===== src/rtl/fifo_wr_ctrl.sv =====
// Write-domain controller for a dual-clock FIFO: write pointer (binary and Gray),
// read-pointer synchroniser, registered full/almost-full/level flags and a sticky overflow flag.
module fifo_wr_ctrl #(
  parameter int ADDRSIZE     = 9,
  parameter int AFULL_THRESH = (1 << ADDRSIZE) - 4
) (
  input  logic              wclk,
  input  logic              w_rst,
  input  logic              winc,
  input  logic [ADDRSIZE:0] rptr_gray,
  input  logic              ovf_clr,
  output logic [ADDRSIZE:0] waddr,
  output logic [ADDRSIZE:0] wptr_gray,
  output logic              wfull,
  output logic              walmost_full,
  output logic [ADDRSIZE:0] wlevel,
  output logic              woverflow
);

  localparam int PW = ADDRSIZE + 1;
  localparam logic [PW-1:0] AFULL_T = PW'(AFULL_THRESH);

  logic [PW-1:0] wq1, wq2;
  logic [PW-1:0] rbin_sync;
  logic [PW-1:0] wbin_next, wgray_next;
  logic [PW-1:0] level_next;
  logic [PW-1:0] full_gray;
  logic          wen;

  assign wen        = winc & ~wfull;
  assign wbin_next  = waddr + PW'(wen);
  assign wgray_next = wbin_next ^ (wbin_next >> 1);
  assign level_next = wbin_next - rbin_sync;

  // Full when the write pointer is one lap ahead: Gray of (rptr ^ MSB) flips the top two bits.
  assign full_gray = {~wq2[ADDRSIZE:ADDRSIZE-1], wq2[ADDRSIZE-2:0]};

  always_comb begin
    rbin_sync = wq2;
    for (int s = 1; s < PW; s++) begin
      rbin_sync = rbin_sync ^ (wq2 >> s);
    end
  end

  always_ff @(posedge wclk or negedge w_rst) begin
    if (!w_rst) begin
      wq1 <= '0;
      wq2 <= '0;
    end else begin
      wq1 <= rptr_gray;
      wq2 <= wq1;
    end
  end

  always_ff @(posedge wclk or negedge w_rst) begin
    if (!w_rst) begin
      waddr        <= '0;
      wptr_gray    <= '0;
      wfull        <= 1'b0;
      walmost_full <= 1'b0;
      wlevel       <= '0;
      woverflow    <= 1'b0;
    end else begin
      waddr        <= wbin_next;
      wptr_gray    <= wgray_next;
      wfull        <= (wgray_next == full_gray);
      walmost_full <= (level_next >= AFULL_T);
      wlevel       <= level_next;
      // A new overflow takes priority over a clear in the same cycle.
      if (winc && wfull) begin
        woverflow <= 1'b1;
      end else if (ovf_clr) begin
        woverflow <= 1'b0;
      end
    end
  end

endmodule


===== config.mk =====
export PLATFORM = sky130hd
export DESIGN_NAME = fifo_wr_ctrl
export DESIGN_NICKNAME = d
export VERILOG_FILES = /design/src/rtl/fifo_wr_ctrl.sv
export SDC_FILE = /design/constraint.sdc
export NUM_CORES = 1
export LEC_CHECK = 0
export ABC_AREA = 1
export CORE_ASPECT_RATIO = 1.2
export CORE_MARGIN = 1
export CORE_UTILIZATION = 60
export CTS_BUF_LIST = sky130_fd_sc_hd__clkbuf_4
export DETAILED_ROUTE_END_ITERATION = 10
export DONT_BUFFER_PORTS = 1
export PLACE_DENSITY = 0.83
export SLEW_MARGIN = 15
export SYNTH_ARGS = -nofsm -noshare
export SYNTH_HDL_FRONTEND = slang
export SYNTH_SLANG_ARGS = --single-unit

===== constraint.sdc =====
create_clock -name wclk -period 3.33 [get_ports wclk]
set_input_delay 0.4995 -clock wclk [delete_from_list [all_inputs] [get_ports wclk]]
set_output_delay 0.4995 -clock wclk [all_outputs]
set_load 0.05 [all_outputs]

---- Word level (Yosys, flattened, before mapping) ----
Index checks and enable logic that the tools add are counted.
operators by class
  $add $sub $neg .......................... 2
  multiply operators ...................... 0
  div/mod/pow operators ................... 0
  magnitude comparators ................... 1
  equal/unequal tests ..................... 1
  shift-type cells ........................ 0
  muxes and demuxes ....................... 2
  bitwise logic cells ..................... 13
  reductions and logical operators ........ 2
operators with widths
  operator             number
  $xor 10x9->10        2
  $add 10x1->10        1
  $eq 10x10->1         1
  $ge 10x9->1 const B  1
  $sub 10x10->10       1
  $xor 10x1->10        1
  $xor 10x2->10        1
  $xor 10x3->10        1
  $xor 10x4->10        1
  $xor 10x5->10        1
  $xor 10x6->10        1
  $xor 10x7->10        1
  $xor 10x8->10        1
  $mux 1               2
  $not 2->2            1
  $reduce_bool 2->1    1
  $and 1x1->1          1
  $logic_and 1x1->1    1
  $not 1->1            1
word-level totals
  flip-flop bits (word level) ............. 53
  bits in latches ......................... 0
  bits in writable memories ............... 0
  bits in read-only memories .............. 0
  bits of input ports ..................... 14
  logic and storage cells ................. 29
  memories kept ........................... 0

---- Depth between registers and ports, before layout ----
Gate-level depths: netlist (run 1).
  depth in word-level cells ............... 11
  mapped depth ............................ 21
  gate-level depth less buffers ........... 21

---- Least setup slack after synthesis (run 1) ----
Ideal clock, no wire load.
  path kind ............................... register to register
  start ................................... register wfull
  end ..................................... register walmost_full
  arrival time ............................ 2.625 ns
  data required time ...................... 3.205 ns
  path slack .............................. 0.580 ns
  cell stages (with the launch flop) ...... 16
  buffers on the path ..................... 0
  cell sequence ........................... dfrtp_1 nor2_1 ha_1 ha_1 nand2_1 nor2_2 nand2_1 nand2_1 nand2_2 ha_1 a21o_1 a21o_1 a21oi_1 nand2_1 xor2_1 nand2_1
on the way
  cells in the longest elaborated chain, start to end .. 5
ends and longest elaborated chain
  item                    RTL line  text
  start, declared         14        output logic wfull,
  start signal, assigned  66        wfull <= (wgray_next == full_gray);
  $not 1->1               30        assign wen = winc & ~wfull;
  $and 1x1->1             30
  $add 10x1->10           31        assign wbin_next = waddr + PW'(wen);
  via wbin_next[6]        25        logic [PW-1:0] wbin_next, wgray_next;
  $sub 10x10->10          33        assign level_next = wbin_next - rbin_sync;
  $ge 10x9->1             67        walmost_full <= (level_next >= AFULL_T);
  end signal, assigned    67
  end, declared           15        output logic walmost_full,
The timed path passes the listed nets, and every way through them passes these cells.
A chain may end at the register's enable or synchronous reset.

---- Final worst setup path (run 1) ----
  start ................................... register wq2[8]
  end ..................................... register walmost_full
on the way
  cells in the longest elaborated chain, start to end .. 11
ends and longest elaborated chain
  item                    RTL line  text
  start, declared         23        logic [PW-1:0] wq1, wq2;
  start signal, assigned  51        wq2 <= wq1;
  $xor 10x9->10           41        rbin_sync = rbin_sync ^ (wq2 >> s);
  $xor 10x8->10           41
  $xor 10x7->10           41
  $xor 10x6->10           41
  $xor 10x5->10           41
  $xor 10x4->10           41
  $xor 10x3->10           41
  $xor 10x2->10 *         41
  $xor 10x1->10 *         41
  $sub 10x10->10 *        33
  via level_next[8]       26        logic [PW-1:0] level_next;
  $ge 10x9->1 *           67
Mark *: on every way through the listed nets, which the timed path passes. The rest lies on a longest branch.

==> out/summary.txt, run 1 <==
post-synthesis compound-gate area fraction -> 2.343%
reg2reg start -> wq2[8]
leakage -> 1.573 nW
Final Hold Viols -> 0
WL/cell -> 11.98 µm
global-route wire length before repair -> 8162 µm
Tot Pwr -> 2.879 mW
Synth area leaders -> dfrtp_1 49%, nand2_1 15%, inv_1 6.6%
worst setup path start -> wq2[8]
WP data arrival -> 3.05 ns
Setup crit start kind -> flop
required time worst endpoint -> 3.60 ns
Placed Instance Area -> 2778 µm²
core area -> 4262 µm²
post-synthesis sequential area ratio -> 48.73%
period utilization -> 83.44%
Slew Limit Fails -> 0
via count -> 2010
Max-Cap Viols -> 0
largest family of logic cells by synthesized area -> simple AND/OR/NAND/NOR gates
Final Net Count -> 358
GRT overflow -> 0
DR vias/cell -> 5.167
Psw -> 1.574 mW
DRT Pass-1 Iters -> 4
die area -> 4722 µm²
number of global-route vias before repair -> 1933
CTS sink count -> 52
reg2reg end -> walmost_full
Mapped Area -> 2670 µm²
Reg2Reg Depth -> 21
hold path startpoint -> rptr_gray[4]
internal cell power -> 1.304 mW
Clk pwr share -> 9.2%
row cnt -> 26
# fillers -> 343
Mapped Cells -> 318
Worst Setup EP -> walmost_full
Synth Area in Adders -> 5.904%
routability cong. -> 0.8430
post-synthesis mux area share -> 0%
Synth area leader -> dfrtp_1
r2r setup slk -> 0.55 ns
WS Path Type -> reg2reg
power per cell area -> 1002 nW/µm²
DRC viols -> 0
syn_nets -> 344
io pins -> 47
Fmax -> 0.3599 GHz
Core Util, Final -> 67.38%
P&R area growth vs syn -> 7.544%
dpl hpwl -> 3613 µm
Gate power share -> 44.3%
Setup Viol. Count Final -> 0
worst vdd ir -> 591.0 µV
largest net degree at the start of global routing -> 53
crit-path max FO -> 5
PortBufs -> 0
post-synthesis register bit count -> 52
1st-iter DRT viols -> 122
status -> completed
total track usage -> 22.41%
Sum Neg Setup Slack -> 0 ns
Total Routed Length -> 4660 µm
initial antenna violation count -> 0
Antenna Diode Count -> 0
Max clock buf depth -> 2
Root Buffer -> clkbuf_4
layout cell share with drive strength beyond 1 -> 9.610%
syn_area_per_cell -> 8.396 µm²
CTS clk-pin slew, worst paths -> 0.14 ns
H-tree Lvls -> 2
RSZ-0062 raised after global routing -> no
worst skew pair latency -> 0.37 ns
min Tclk post-route -> 2.779 ns
commonest non-fill, non-tap cells in the layout -> 105 x nand2_1, 52 x dfrtp_1, 47 x inv_1, 35 x nand3_1, 16 x nor2_1
CTS tree -> yes
Worst Hold Depth -> 0
Die Y -> 75.08 µm
Setup crit end kind -> flop
Sequential Power Share -> 46.5%
Design Area, Final -> 2872 µm²
worst slack at placement -> 0.5165 ns
Slew HR -> 59.06%
Synth warnings -> 0
switch share -> 54.70%
most common cell after layout, fill and taps aside -> nand2_1
worst clock skew -> 0.005506 ns
starting density of the core -> 62.65%
post-synthesis xor/xnor area fraction -> 6.842%
Die Wd -> 62.90 µm
CTS Buf Count -> 5
area share of the leading cell type in the synthesized netlist -> 48.73%
Worst Slack Setup Final -> 0.5514 ns
Worst Max-Slew Pin Slew -> 0.6141 ns
hold crit path type -> in2reg
ANT nets after route -> 0
Synth cell types -> 24
Synth Area in Simple Gates -> 29.01%
[area by class of cell]
type / count / area [µm²] / area share [%]
tap: 56 / 70.07 / 2.440
clock buffer: 5 / 37.54 / 1.307
multi-input combinational: 216 / 1177 / 41.00
inverter: 49 / 183.9 / 6.405
clock inverter: 3 / 18.77 / 0.6536
timing repair buffer: 8 / 82.58 / 2.876
sequential: 52 / 1301 / 45.32
[worst max-delay path, cell delays in order, from the launching register on]
cell,delay (ns)
dfrtp_1,0.42
inv_1,0.09
nand2_2,0.07
nand2_4,0.08
xor2_4,0.26
xnor2_1,0.21
nand2_2,0.11
nand2_2,0.11
nand2_1,0.07
nand2_2,0.07
inv_2,0.04
fa_1,0.43
inv_1,0.09
nand4_1,0.10
nand3_1,0.11
nand2_1,0.08
nand2_1,0.06
nand2_1,0.04
nand2_1,0.05
inv_1,0.05
nand3_1,0.07
nand2_1,0.05
[Yosys cell counts]
library cell    n
nand3b_1        4
inv_1          47
fa_1            1
o21ai_0         2
nor2_2          1
o21bai_1        1
dfrtp_1        52
nand2_2         9
nor2_1         16
nand4_1         3
nand3_1        35
xor2_4          1
a21o_1          2
nand2_4         1
xor2_2          1
xor2_1         10
ha_1           11
a21oi_1         6
buf_4           1
inv_2           2
xnor2_2         1
nor2_4          2
xnor2_1         4
nand2_1       105
[through the flow]
step,instances,hold slack (ns)
6_report,389,0.1414
5_1_grt,389,0.1012
4_1_cts,389,0.1141
3_5_place_dp,379,0.2044
3_3_place_gp,379,0.2047
2_1_floorplan,318,0.2039
[kinds of logic after synthesis]
kind of cell / count (synthesis)
AO/OA/AOI/OAI: 11
XOR/XNOR: 17
adder cells (fa/ha/maj): 12
buffers and inverters: 50
flip-flops: 52
AND/OR/NAND/NOR: 176
[repair_timing]
| action | 4_1_cts | 5_1_grt |
|---|---|---|
| hold buffers | 2 | 0 |
| buffers inserted | 0 | 0 |
| hold endpoints to repair | 52 | 0 |
| resized for setup | 0 | 0 |
[power groups by stage]
stage	Clock [mW]	Combinational, mW	Sequential [mW]
after floorplan	0	0.896	1.43
after global placement	0	1.21	1.35
after detailed placement	0	1.24	1.35
after CTS	0.282	1.28	1.34
after global routing	0.307	1.45	1.36
final	0.266	1.27	1.34
[flip-flops by register name (all words and copies together) (netlist names)]
| signal | cells |
|---|---|
| walmost_full | 1 |
| wq1 | 10 |
| wfull | 1 |
| waddr | 10 |
| wlevel | 10 |
| wq2 | 10 |
| wptr_gray | 9 |
| woverflow | 1 |
[worst min-delay path by stage]
stage,to,slack (ns)
4_1_cts,wq1[4],0.11
5_1_grt,wq1[3],0.10
6_report,wq1[4],0.14
2_1_floorplan,waddr[0],0.20
3_5_place_dp,wptr_gray[8],0.20
3_3_place_gp,wptr_gray[8],0.20
[routing by layer]
layer	GRT usage, %	wire [µm]
met1	24.95	1973
met2	41.34	2401
met3	5.909	211
met4	8.527	74
met5	0	0
No activity file was read; power rests on OpenSTA's default activity.
==> inputs of run 2 (changes only) <==
==> constraint.sdc (replaced) <==
create_clock -name wclk -period 2.8 [get_ports wclk]
set_input_delay 0.42 -clock wclk [delete_from_list [all_inputs] [get_ports wclk]]
set_output_delay 0.42 -clock wclk [all_outputs]
set_load 0.05 [all_outputs]
==> run 2 against run 1 <==
Effect of this change: clock skew up 0.0056 ns; critical path depth fell by 3; critical endpoint unchanged; largest power group is now combinational cells; utilization is 6.0 points higher.
==> out/summary.txt, run 2 (synthesis gave the netlist of run 1 again) <==
number of global-route vias before repair -> 2046
GRT overflow -> 0
Setup Viol. Count Final -> 0
dpl hpwl -> 3613 µm
placed insts -> 386
crit-path max FO -> 4
r2r setup slk -> 0.04 ns
Total Routed Length -> 5158 µm
io pins -> 47
Final Hold Viols -> 0
initial antenna violation count -> 0
Fmax -> 0.3628 GHz
Slew HR -> 68.50%
status -> completed
Worst Max-Slew Pin Slew -> 0.4725 ns
DRT Pass-1 Iters -> 4
Slew Limit Fails -> 0
Final Net Count -> 375
via count -> 2128
Non-Filler Instances -> 405
1st-iter DRT viols -> 160
power per cell area -> 1235 nW/µm²
CTS sink count -> 52
WS Path Type -> reg2reg
global-route wire length before repair -> 8224 µm
ANT nets after route -> 0
WP data arrival -> 3.06 ns
DR vias/cell -> 5.254
period utilization -> 98.44%
# fillers -> 308
leakage -> 1.695 nW
Tot Pwr -> 3.861 mW
routability cong. -> 0.8299
PortBufs -> 0
required time worst endpoint -> 3.10 ns
Setup crit start kind -> flop
hold_ws -> 0.08045 ns
most common cell after layout, fill and taps aside -> nand2_1
Root Buffer -> clkbuf_4
largest net degree at the start of global routing -> 53
Die Y -> 75.08 µm
CTS tree -> yes
H-tree Lvls -> 2
WL/cell -> 12.74 µm
Core Util, Final -> 73.34%
starting density of the core -> 62.65%
total track usage -> 22.14%
row cnt -> 26
Setup crit end kind -> flop
Max clock buf depth -> 2
core area -> 4262 µm²
hold crit path type -> in2reg
Die Wd -> 62.90 µm
Max-Cap Viols -> 0
P&R area growth vs syn -> 17.06%
DRC viols -> 0
commonest non-fill, non-tap cells in the layout -> 102 x nand2_1, 52 x dfrtp_1, 43 x inv_1, 32 x nand3_1, 22 x buf_4
Antenna Diode Count -> 0
die area -> 4722 µm²
CTS Buf Count -> 5
Sum Neg Setup Slack -> 0 ns
CTS clk-pin slew, worst paths -> 0.14 ns
layout cell share with drive strength beyond 1 -> 21.78%
min Tclk post-route -> 2.756 ns
worst clock skew -> 0.01114 ns
worst skew pair latency -> 0.36 ns
worst vdd ir -> 794.3 µV
[run 2: cell count changes in the layout (fill, tap and decap cells not counted), sizes merged]
cell and delta:
buf +17, clkinvlp -2, clkbuf +1
[run 2: final timing paths]
kind / depth (start not counted) / end / startpoint
max: 18 / walmost_full / wq2[8]
min: 0 / wq1[7] / rptr_gray[7]
max reg2reg: 18 / walmost_full / wq2[8]
min reg2reg: 0 / wq2[9] / wq1[9]
max in group asynchronous: 2 / wlevel[0] / w_rst
min in group asynchronous: 2 / wptr_gray[6] / w_rst
[run 2: layout make-up]
class | instances | area (µm²) | share of cell area [%]
sequential | 52 | 1301 | 41.63
tap | 56 | 70.07 | 2.242
clock buffer | 6 | 45.04 | 1.441
multi-input combinational | 216 | 1306 | 41.79
inverter | 49 | 183.9 | 5.885
timing repair buffer | 25 | 214.0 | 6.845
clock inverter | 1 | 5.005 | 0.1601
[run 2: through the flow]
step | instance area (µm²) | setup slack, ns
floorplan | 2670 | 0.05031
global placement | 2830 | 0.05849
detailed placement | 2830 | 0.005437
CTS | 2948 | 0.002600
global route | 3126 | -0.1199
finish | 3126 | 0.04363
[run 2: critical path: stages, from the launching register on]
cell and delay (ns):
dfrtp_1 0.43, inv_2 0.07, nand2_2 0.06, nand2_4 0.08, xor2_4 0.30, xnor2_2 0.18
nand2_2 0.12, a21oi_2 0.15, nor2_1 0.07, ha_1 0.36, buf_6 0.14, nand3_1 0.08
nand3_2 0.09, xnor2_2 0.14, inv_1 0.09, nand3_2 0.07, nor2_1 0.12, nand3_1 0.07
nand2_1 0.07
[run 2: report_power, final]
group | total (mW) | switching (mW) | internal [mW]
sequential | 1.54 | 0.591 | 0.952
clock | 0.314 | 0.211 | 0.103
combinational | 2.00 | 1.23 | 0.771
[run 2: routing by layer]
layer	up-vias	part of all wire [%]	global-route usage, %
li1	1040	-	-
met1	1019	42	25.74
met2	62	53	40.26
met3	7	4.0	4.545
met4	0	1.3	9.044
met5	-	0	0
[run 2: what timing repair did]
action / in CTS / in global routing
pin swaps: 0 / 15
resized for setup: 2 / 27
setup endpoints to repair: 1 / 3
setup buffers: 2 / 8
hold buffers: 2 / 0
hold endpoints to repair: 52 / 0
==> inputs of run 3 (changes only) <==
--- a/config.mk
+++ b/config.mk
@@ -13,6 +13,7 @@
 export DETAILED_ROUTE_END_ITERATION = 10
 export DONT_BUFFER_PORTS = 1
 export PLACE_DENSITY = 0.83
+export SETUP_SLACK_MARGIN = 0.15
 export SLEW_MARGIN = 15
 export SYNTH_ARGS = -nofsm -noshare
 export SYNTH_HDL_FRONTEND = slang
==> run 3 against run 2 <==
Effect of this change: global-route usage up 2.0 points; utilization grew 1.4 points; largest cell class unchanged; die area stayed put; total power rose by 3.4%; critical path depth decreased by 1; clock skew down 0.0018 ns; worst setup slack improved by 0.0064 ns; first-iteration DRC count shrank 9.4%; sequential share of layout area fell by 0.67 points; maximum frequency rose by 0.23%; clock power about the same; count of clock-buffer cells in the layout stayed put.
==> out/summary.txt, run 3 (synthesis gave the netlist of run 1 again) <==
internal cell power -> 1.872 mW
PortBufs -> 0
Worst Setup EP -> walmost_full
Fmax -> 0.3636 GHz
hold_ws -> 0.06418 ns
largest net degree at the start of global routing -> 53
number of global-route vias before repair -> 2095
period utilization -> 98.21%
CTS Buf Count -> 5
GRT overflow -> 0
Max clock buf depth -> 2
core area -> 4262 µm²
Worst Slack Setup Final -> 0.05005 ns
Sum Neg Setup Slack -> 0 ns
DRT Pass-1 Iters -> 4
Die Wd -> 62.90 µm
CTS tree -> yes
min Tclk post-route -> 2.750 ns
DRC viols -> 0
row cnt -> 26
Gate power share -> 53.4%
switch share -> 53.08%
worst clock skew -> 0.009335 ns
global-route wire length before repair -> 8735 µm
Psw -> 2.119 mW
power per cell area -> 1254 nW/µm²
dpl hpwl -> 3667 µm
Total Routed Length -> 5637 µm
CTS sink count -> 52
Core Util, Final -> 74.69%
Max-Cap Viols -> 0
WP data arrival -> 3.07 ns
Final Net Count -> 373
worst slack at placement -> 0.04121 ns
starting density of the core -> 62.65%
hold crit path type -> in2reg
Root Buffer -> clkbuf_4
1st-iter DRT viols -> 145
crit-path max FO -> 5
Worst Max-Slew Pin Slew -> 0.5836 ns
status -> completed
worst skew pair latency -> 0.37 ns
Final Hold Viols -> 0
Setup Viol. Count Final -> 0
reg2reg start -> wq2[8]
worst setup path start -> wq2[8]
leakage -> 1.671 nW
Setup crit start kind -> flop
Antenna Diode Count -> 0
WL/cell -> 13.99 µm
via count -> 2129
required time worst endpoint -> 3.12 ns
r2r setup slk -> 0.05 ns
Slew Limit Fails -> 0
Worst Hold Depth -> 0
Reg2Reg Depth -> 17
DR vias/cell -> 5.283
Clk pwr share -> 7.9%
H-tree Lvls -> 2
commonest non-fill, non-tap cells in the layout -> 99 x nand2_1, 50 x dfrtp_1, 40 x inv_1, 31 x nand3_1, 19 x buf_4
routability cong. -> 0.8265
ANT nets after route -> 0
die area -> 4722 µm²
worst vdd ir -> 896.8 µV
layout cell share with drive strength beyond 1 -> 25.07%
RSZ-0062 raised after global routing -> yes
reg2reg end -> walmost_full
P&R area growth vs syn -> 19.21%
WS Path Type -> reg2reg
Setup crit end kind -> flop
most common cell after layout, fill and taps aside -> nand2_1
Sequential Power Share -> 38.7%
io pins -> 47
initial antenna violation count -> 0
total track usage -> 24.16%
CTS clk-pin slew, worst paths -> 0.13 ns
# fillers -> 277
Slew HR -> 61.09%
Die Y -> 75.08 µm
[run 3: cell count changes in the layout (fill, tap and decap cells not counted), sizes merged]
cell / before / now
buf: 24 / 22
[run 3: worst min-delay path by stage]
| stage | from | to | slack, ns |
|---|---|---|---|
| after floorplan | w_rst | waddr[0] | 0.12 |
| after global placement | w_rst | wptr_gray[8] | 0.13 |
| after detailed placement | w_rst | wptr_gray[8] | 0.12 |
| after CTS | rptr_gray[5] | wq1[5] | 0.05 |
| after global routing | rptr_gray[5] | wq1[5] | 0.03 |
| final | rptr_gray[5] | wq1[5] | 0.06 |
[run 3: per-layer routing]
layer | vias to the layer above | wire [µm] | GRT usage [%]
met4 | 0 | 188 | 12.92
met2 | 80 | 2869 | 43.01
met1 | 995 | 2291 | 27.08
li1 | 1033 | - | -
met5 | - | 0 | 0
met3 | 21 | 288 | 5.909
[run 3: power by group through the flow]
| stage | sequential (mW) | combinational, mW | clock [mW] |
|---|---|---|---|
| finish | 1.54 | 2.13 | 0.317 |
| global route | 1.57 | 2.36 | 0.357 |
| CTS | 1.55 | 1.78 | 0.329 |
| detailed placement | 1.56 | 1.60 | 0 |
| global placement | 1.56 | 1.54 | 0 |
| floorplan | 1.71 | 1.08 | 0 |
[run 3: timing repair]
action                                  CTS  global route
buffers inserted                          7             3
resized for setup                         6            35
pin swaps                                 7            19
endpoints found under the setup margin    4             5
endpoints found under the hold margin    52             0
cloned                                    0             0
hold buffers                              2             0
[run 3: cell type report]
cell class / instances / area (µm²) / share of cell area, %
repair buffers: 23 / 202.7 / 6.368
well taps: 56 / 70.07 / 2.201
clock buffers: 6 / 45.04 / 1.415
clock inverters: 1 / 5.005 / 0.1572
inverters: 49 / 183.9 / 5.778
multi-input cells: 216 / 1373 / 43.12
flip-flops and latches: 52 / 1304 / 40.96
[run 3: critical path: stages, from the launching register on]
cell,delay (ns)
dfrtp_1,0.43
inv_2,0.07
nand2_2,0.06
nand2_4,0.08
xor2_4,0.26
xor2_2,0.20
nand2_2,0.12
nand2_2,0.13
nor2_1,0.08
nor2_1,0.19
ha_4,0.25
buf_6,0.12
nand4_1,0.10
nand3_2,0.13
xor2_2,0.21
nor2_2,0.14
nand3_2,0.08
nand2_1,0.06
[run 3: metrics by stage]
step,cells,power [mW],cell area [µm²]
4_1_cts,400,3.654,2994
6_report,403,3.991,3183
3_3_place_gp,384,3.102,2835
2_1_floorplan,318,2.785,2690
3_5_place_dp,384,3.156,2835
5_1_grt,403,4.279,3183
